**config.mk**
```make
export PLATFORM = sky130hd
export DESIGN_NAME = axis_wide_to_narrow_tx
export DESIGN_NICKNAME = d
export VERILOG_FILES = /design/src/rtl/axis_wide_to_narrow_tx.sv
export SDC_FILE = /design/constraint.sdc
export NUM_CORES = 2
export LEC_CHECK = 0
export BUFFER_PORTS_ARGS = -buffer_cell sky130_fd_sc_hd__buf_2
export CORE_AREA = 5 5 462 464
export DETAILED_ROUTE_END_ITERATION = 10
export DIE_AREA = 0 0 467 469
export PLACE_DENSITY = 0.42
export SYNTH_ARGS = -nofsm -noshare
export SYNTH_HDL_FRONTEND = slang
export SYNTH_SLANG_ARGS = --single-unit
```
**constraint.sdc**
```tcl
create_clock -name aclk -period 45.9 [get_ports aclk]
set_clock_uncertainty 0.05 [all_clocks]
set_input_delay 2.295 -clock aclk [delete_from_list [all_inputs] [get_ports aclk]]
set_output_delay 2.295 -clock aclk [all_outputs]
set_load 0.05 [all_outputs]
```
**src/rtl/axis_wide_to_narrow_tx.sv**
```systemverilog
// Splits each wide AXI4-Stream beat (NUM_WORDS x DATA_W) into NUM_WORDS narrow beats.
// A single hold register is used, so a new wide beat is accepted in the cycle its predecessor's last word leaves.
module axis_wide_to_narrow_tx #(
  parameter int DATA_W    = 64,
  parameter int NUM_WORDS = 17,
  parameter bit LSB_FIRST = 1'b1
) (
  input  logic                        aclk,
  input  logic                        aresetn,
  output logic                        s_axis_tready,
  input  logic [DATA_W*NUM_WORDS-1:0] s_axis_tdata,
  input  logic                        s_axis_tvalid,
  input  logic                        s_axis_tlast,
  input  logic                        m_axis_tready,
  output logic [DATA_W-1:0]           m_axis_tdata,
  output logic                        m_axis_tvalid,
  output logic                        m_axis_tlast,
  output logic [31:0]                 pkt_count
);

  localparam int IDX_W = (NUM_WORDS > 1) ? $clog2(NUM_WORDS) : 1;
  localparam logic [IDX_W-1:0] LAST_IDX = IDX_W'(NUM_WORDS - 1);

  typedef enum logic {
    IDLE = 1'b0,
    SEND = 1'b1
  } state_t;

  // The reset is asserted asynchronously and released on an aclk edge, so no flop
  // sees its reset deassert close to a clock edge.
  logic [1:0] rst_sync;
  logic       rst_n;

  // NOTE: state elements use non-blocking assignments so every flop samples pre-edge values.
  always_ff @(posedge aclk or negedge aresetn) begin
    if (!aresetn) begin
      rst_sync <= 2'b00;
    end else begin
      rst_sync <= {rst_sync[0], 1'b1};
    end
  end

  assign rst_n = rst_sync[1];

  state_t                             state_q, state_d;
  logic [IDX_W-1:0]                   idx_q, idx_d;
  logic [NUM_WORDS-1:0][DATA_W-1:0]   hold_q;
  logic                               hold_last_q;
  logic [31:0]                        pkt_count_q;
  logic                               load;
  logic                               last_word;
  logic [IDX_W-1:0]                   word_sel;

  assign last_word = (idx_q == LAST_IDX);

  // NOTE: every signal written here gets a default first, so no path can infer a latch.
  always_comb begin
    state_d       = state_q;
    idx_d         = idx_q;
    load          = 1'b0;
    s_axis_tready = 1'b0;
    m_axis_tvalid = 1'b0;
    case (state_q)
      IDLE: begin
        s_axis_tready = rst_n;
        if (s_axis_tvalid && rst_n) begin
          load    = 1'b1;
          idx_d   = '0;
          state_d = SEND;
        end
      end
      SEND: begin
        m_axis_tvalid = 1'b1;
        // Upstream may only hand over a new beat as the final held word leaves.
        s_axis_tready = m_axis_tready && last_word;
        if (m_axis_tready) begin
          if (!last_word) begin
            idx_d = idx_q + 1'b1;
          end else if (s_axis_tvalid) begin
            load  = 1'b1;
            idx_d = '0;
          end else begin
            idx_d   = '0;
            state_d = IDLE;
          end
        end
      end
      default: begin
        state_d = IDLE;
        idx_d   = '0;
      end
    endcase
  end

  always_ff @(posedge aclk or negedge rst_n) begin
    if (!rst_n) begin
      state_q <= IDLE;
      idx_q   <= '0;
    end else begin
      state_q <= state_d;
      idx_q   <= idx_d;
    end
  end

  // NOTE: the wide hold register is reset (not just the control) because the
  // narrow data output must read as zero while in reset; a mid-packet reset drops the beat.
  always_ff @(posedge aclk or negedge rst_n) begin
    if (!rst_n) begin
      hold_q      <= '0;
      hold_last_q <= 1'b0;
    end else if (load) begin
      hold_q      <= s_axis_tdata;
      hold_last_q <= s_axis_tlast;
    end
  end

  always_ff @(posedge aclk or negedge rst_n) begin
    if (!rst_n) begin
      pkt_count_q <= '0;
    end else if (m_axis_tvalid && m_axis_tready && m_axis_tlast) begin
      pkt_count_q <= pkt_count_q + 32'd1;
    end
  end

  assign word_sel      = LSB_FIRST ? idx_q : (LAST_IDX - idx_q);
  assign m_axis_tdata  = hold_q[word_sel];
  assign m_axis_tlast  = (state_q == SEND) && hold_last_q && last_word;
  assign pkt_count     = pkt_count_q;

endmodule

```
==> qor.csv <==
stage,metric,value,unit
final_layout,area grow syn2layout,26.1,%
critical_path,R2R cell count,11,
detailed_routing,routed wire length,252000,um
min_path,Worst Hold Class,reg2async,
critical_path,Top Family by Delay on Critical Path,buffers and inverters,
grt,global-route wire length before repair,332000,um
power,PwrDens,82.4,nW/um^2
detailed_routing,initial drt markers,2074,
sta,"Slew Viols, Final",0,
critical_path,CP endpoint kind,output pin,
flow_run,maxcap violations,0,
detailed_routing,post-DR vias/cell,4.62,
floorplan,Core ar.,209000,um^2
critical_path,r2r endpoint,hold_q[61],
critical_path,flop2flop setup slack,39.05,ns
place,DP HPWL,200000,um
floorplan,Cell Rows,168,
sta,slew margin rel.,18.3,%
synth,"EDFF count, synth",0,
synth,Post-Synthesis Cells,3304,
detailed_routing,WL/cell,33.5,um
grt,initial antenna violation count,307,
detailed_routing,DR vias,34700,
sta,final worst setup slack,37.48,ns
final_layout,"commonest non-fill, non-tap cells in the layout","buf_2, dfrtp_1, mux2_2, mux2i_1, mux2_4",
critical_path,Startpoint Class,flop,
floorplan,Initial Util,24.9,%
synth,Syn Area/Cell,15.8,um^2
power,Leak,29.1,nW
grt,grt ovf,0,
sta,Setup TNS,0,ns
grt,number of global-route vias before repair,36700,
run_status,status,finished clean,
place,Placed Area,60600,um^2
synth,YS warnings,0,
floorplan,Ports,1192,
sta,clock period minus final worst setup slack,8.42,ns
synth,#FFs+latches synth,1129,
clocking,H-tree levels,4,
critical_path,critical path peak fanout,87,
critical_path,most numerous cell on the critical path,buf_4,
clocking,clock sink count,1129,
critical_path,WP data required,43.56,ns
grt,GRT Total Usage,22.4,%
floorplan,Die Area,219000,um^2
detailed_routing,TritonRoute pass-1 iters,5,
final_layout,fin area,65600,um^2
place,Cells after DPL,7127,
floorplan,Die W,467,um
clocking,CTS tree,done,
place,pre-CTS setup slack,37.83,ns
final_layout,share of layout cells above drive strength 1,59.2,%
sta,Worst Max-Slew Pin Slew,1.22,ns
synth,Synth Cell Area,52000,um^2
clocking,CTS Buf Count,143,
clocking,CTS Hold Bufs,0,
critical_path,crit-path cells,buf_12 -> buf_4 -> buf_4 -> mux2i_1 -> a22oi_1 -> a32oi_1 -> o21ai_0 -> buf_2,
clocking,CTS Buffer Depth,3,
clocking,"Reg clk slew, reported paths",0.06,ns
sta,Setup-failing EPs final,0,
critical_path,"slowest stage delay, CP",0.93,ns
sta,Max Clk Rate,119,MHz
synth,Cell variety after synth,43,
clocking,root buf cell,clkbuf_16,
sta,final period utilization,18.4,%
clocking,Resize count post-CTS,0,
critical_path,critical path class,reg2out,
clocking,worst skew pair latency,0.78,ns
critical_path,R2R Path Start,idx_q[0],
final_layout,fin cells,7513,
final_layout,"leading cell type in the layout, fill and taps excluded",buf_2,
synth,main flop type after synthesis,dfrtp_1,
synth,sequential fraction of the synthesis area,54.3,%
synth,syn_nets,4400,
floorplan,die height,469,um
detailed_routing,Detail Route Antenna Nets,0,
critical_path,WP buf/inv,4,
clocking,postcts setup bufs,0,
critical_path,crit path DAT,6.08,ns
grt,largest net degree at the start of global routing,160,
sta,Final Hold Viols,0,
detailed_routing,drt drc,0,
final_layout,Layout Nets,5563,
place,number of port buffers,1191,
synth,"FFs w/ async S/R, synth",100,%
place,RePlAce Congestion,0.831,
power,worst ir drop on vdd,0.0377,mV
sta,RSZ-0062 raised after global routing,false,
critical_path,Worst path slowest cell,buf_4,
-- cell type report --
cell class,count,area [um^2]
Timing Repair Buffer,1258,6540
Inverter,7,26.3
Multi-Input combinational cell,1928,22300
Sequential cell,1129,28300
Fill cell,21000,143000
Antenna cell,135,338
Tap cell,2805,3510
Clock inverter,36,522
Clock buffer,215,4170
-- cells in the mapped netlist (all sizes together) (2+ instances only) --
cell type / number / area share (%)
dfrtp: 1129 / 54
nor2b: 6 / 0.072
ha: 3 / 0.072
nand3: 7 / 0.077
xnor2: 10 / 0.17
o21ai: 68 / 0.65
nand2: 15 / 0.11
nor3: 15 / 0.14
nor4: 5 / 0.096
xor2: 21 / 0.35
a32oi: 64 / 1.1
and2: 3 / 0.036
nor2: 10 / 0.072
mux2: 1090 / 26
a21oi: 3 / 0.029
and3: 3 / 0.036
inv: 7 / 0.050
buf: 190 / 2.6
or2: 2 / 0.024
nand4: 10 / 0.12
mux2i: 320 / 6.2
a22o: 3 / 0.050
a22oi: 128 / 1.8
and4: 5 / 0.084
mux4: 128 / 5.5
clkbuf: 50 / 0.36
-- worst max-delay path by stage --
| stage | end | slack, ns | cells after the start | startpoint |
|---|---|---|---|---|
| floorplan | hold_last_q | 12.02 | 0 | rst_sync[1] |
| global placement | hold_q[41] | 37.91 | 9 | m_axis_tready |
| detailed placement | hold_q[61] | 37.83 | 9 | m_axis_tready |
| CTS | m_axis_tdata[9] | 37.42 | 8 | idx_q[0] |
| global route | m_axis_tdata[22] | 37.20 | 7 | idx_q[0] |
| finish | m_axis_tdata[9] | 37.48 | 8 | idx_q[0] |
-- power by group --
part | switching (mW) | internal (mW)
combinational | 1.40 | 1.05
clock | 0.465 | 0.679
sequential | 0.317 | 1.50
total | 2.18 | 3.22
-- metal layers --
metal	up-vias	share of wire (%)	global-route usage, %
li1	15000	-	-
met1	17700	38	25.5
met2	1390	50	39.0
met3	543	8.7	8.27
met4	184	3.6	6.92
met5	-	0.45	0
-- cell families after synthesis --
logic type	after synthesis	synth area share, %
other	1	0.00721
AOI/OAI and AO/OA	270	3.72
and+or+nand+nor	85	0.952
muxes	1538	37.4
adders and majority gates	3	0.0721
DFF	1129	54.3
buffers and inverters	247	2.99
xor gates and xnor gates	31	0.522
-- metrics by stage --
stage / power, mW / hold WS (ns) / utilization [%]
after detailed placement: 4.39 / 0.202 / 29.0
after global placement: 4.36 / 0.199 / 29.0
after floorplan: 3.31 / 0.281 / -
after CTS: 5.56 / 0.207 / 31.3
final: 5.41 / 0.173 / 31.5
after global routing: 5.69 / 0.198 / 31.3
-- flip-flops by register name (all words and copies together), names as in the netlist --
name,count
state_q,1
rst_sync,2
pkt_count,32
idx_q,5
hold_q,1088
hold_last_q,1
(Power assumes the default switching activity.)
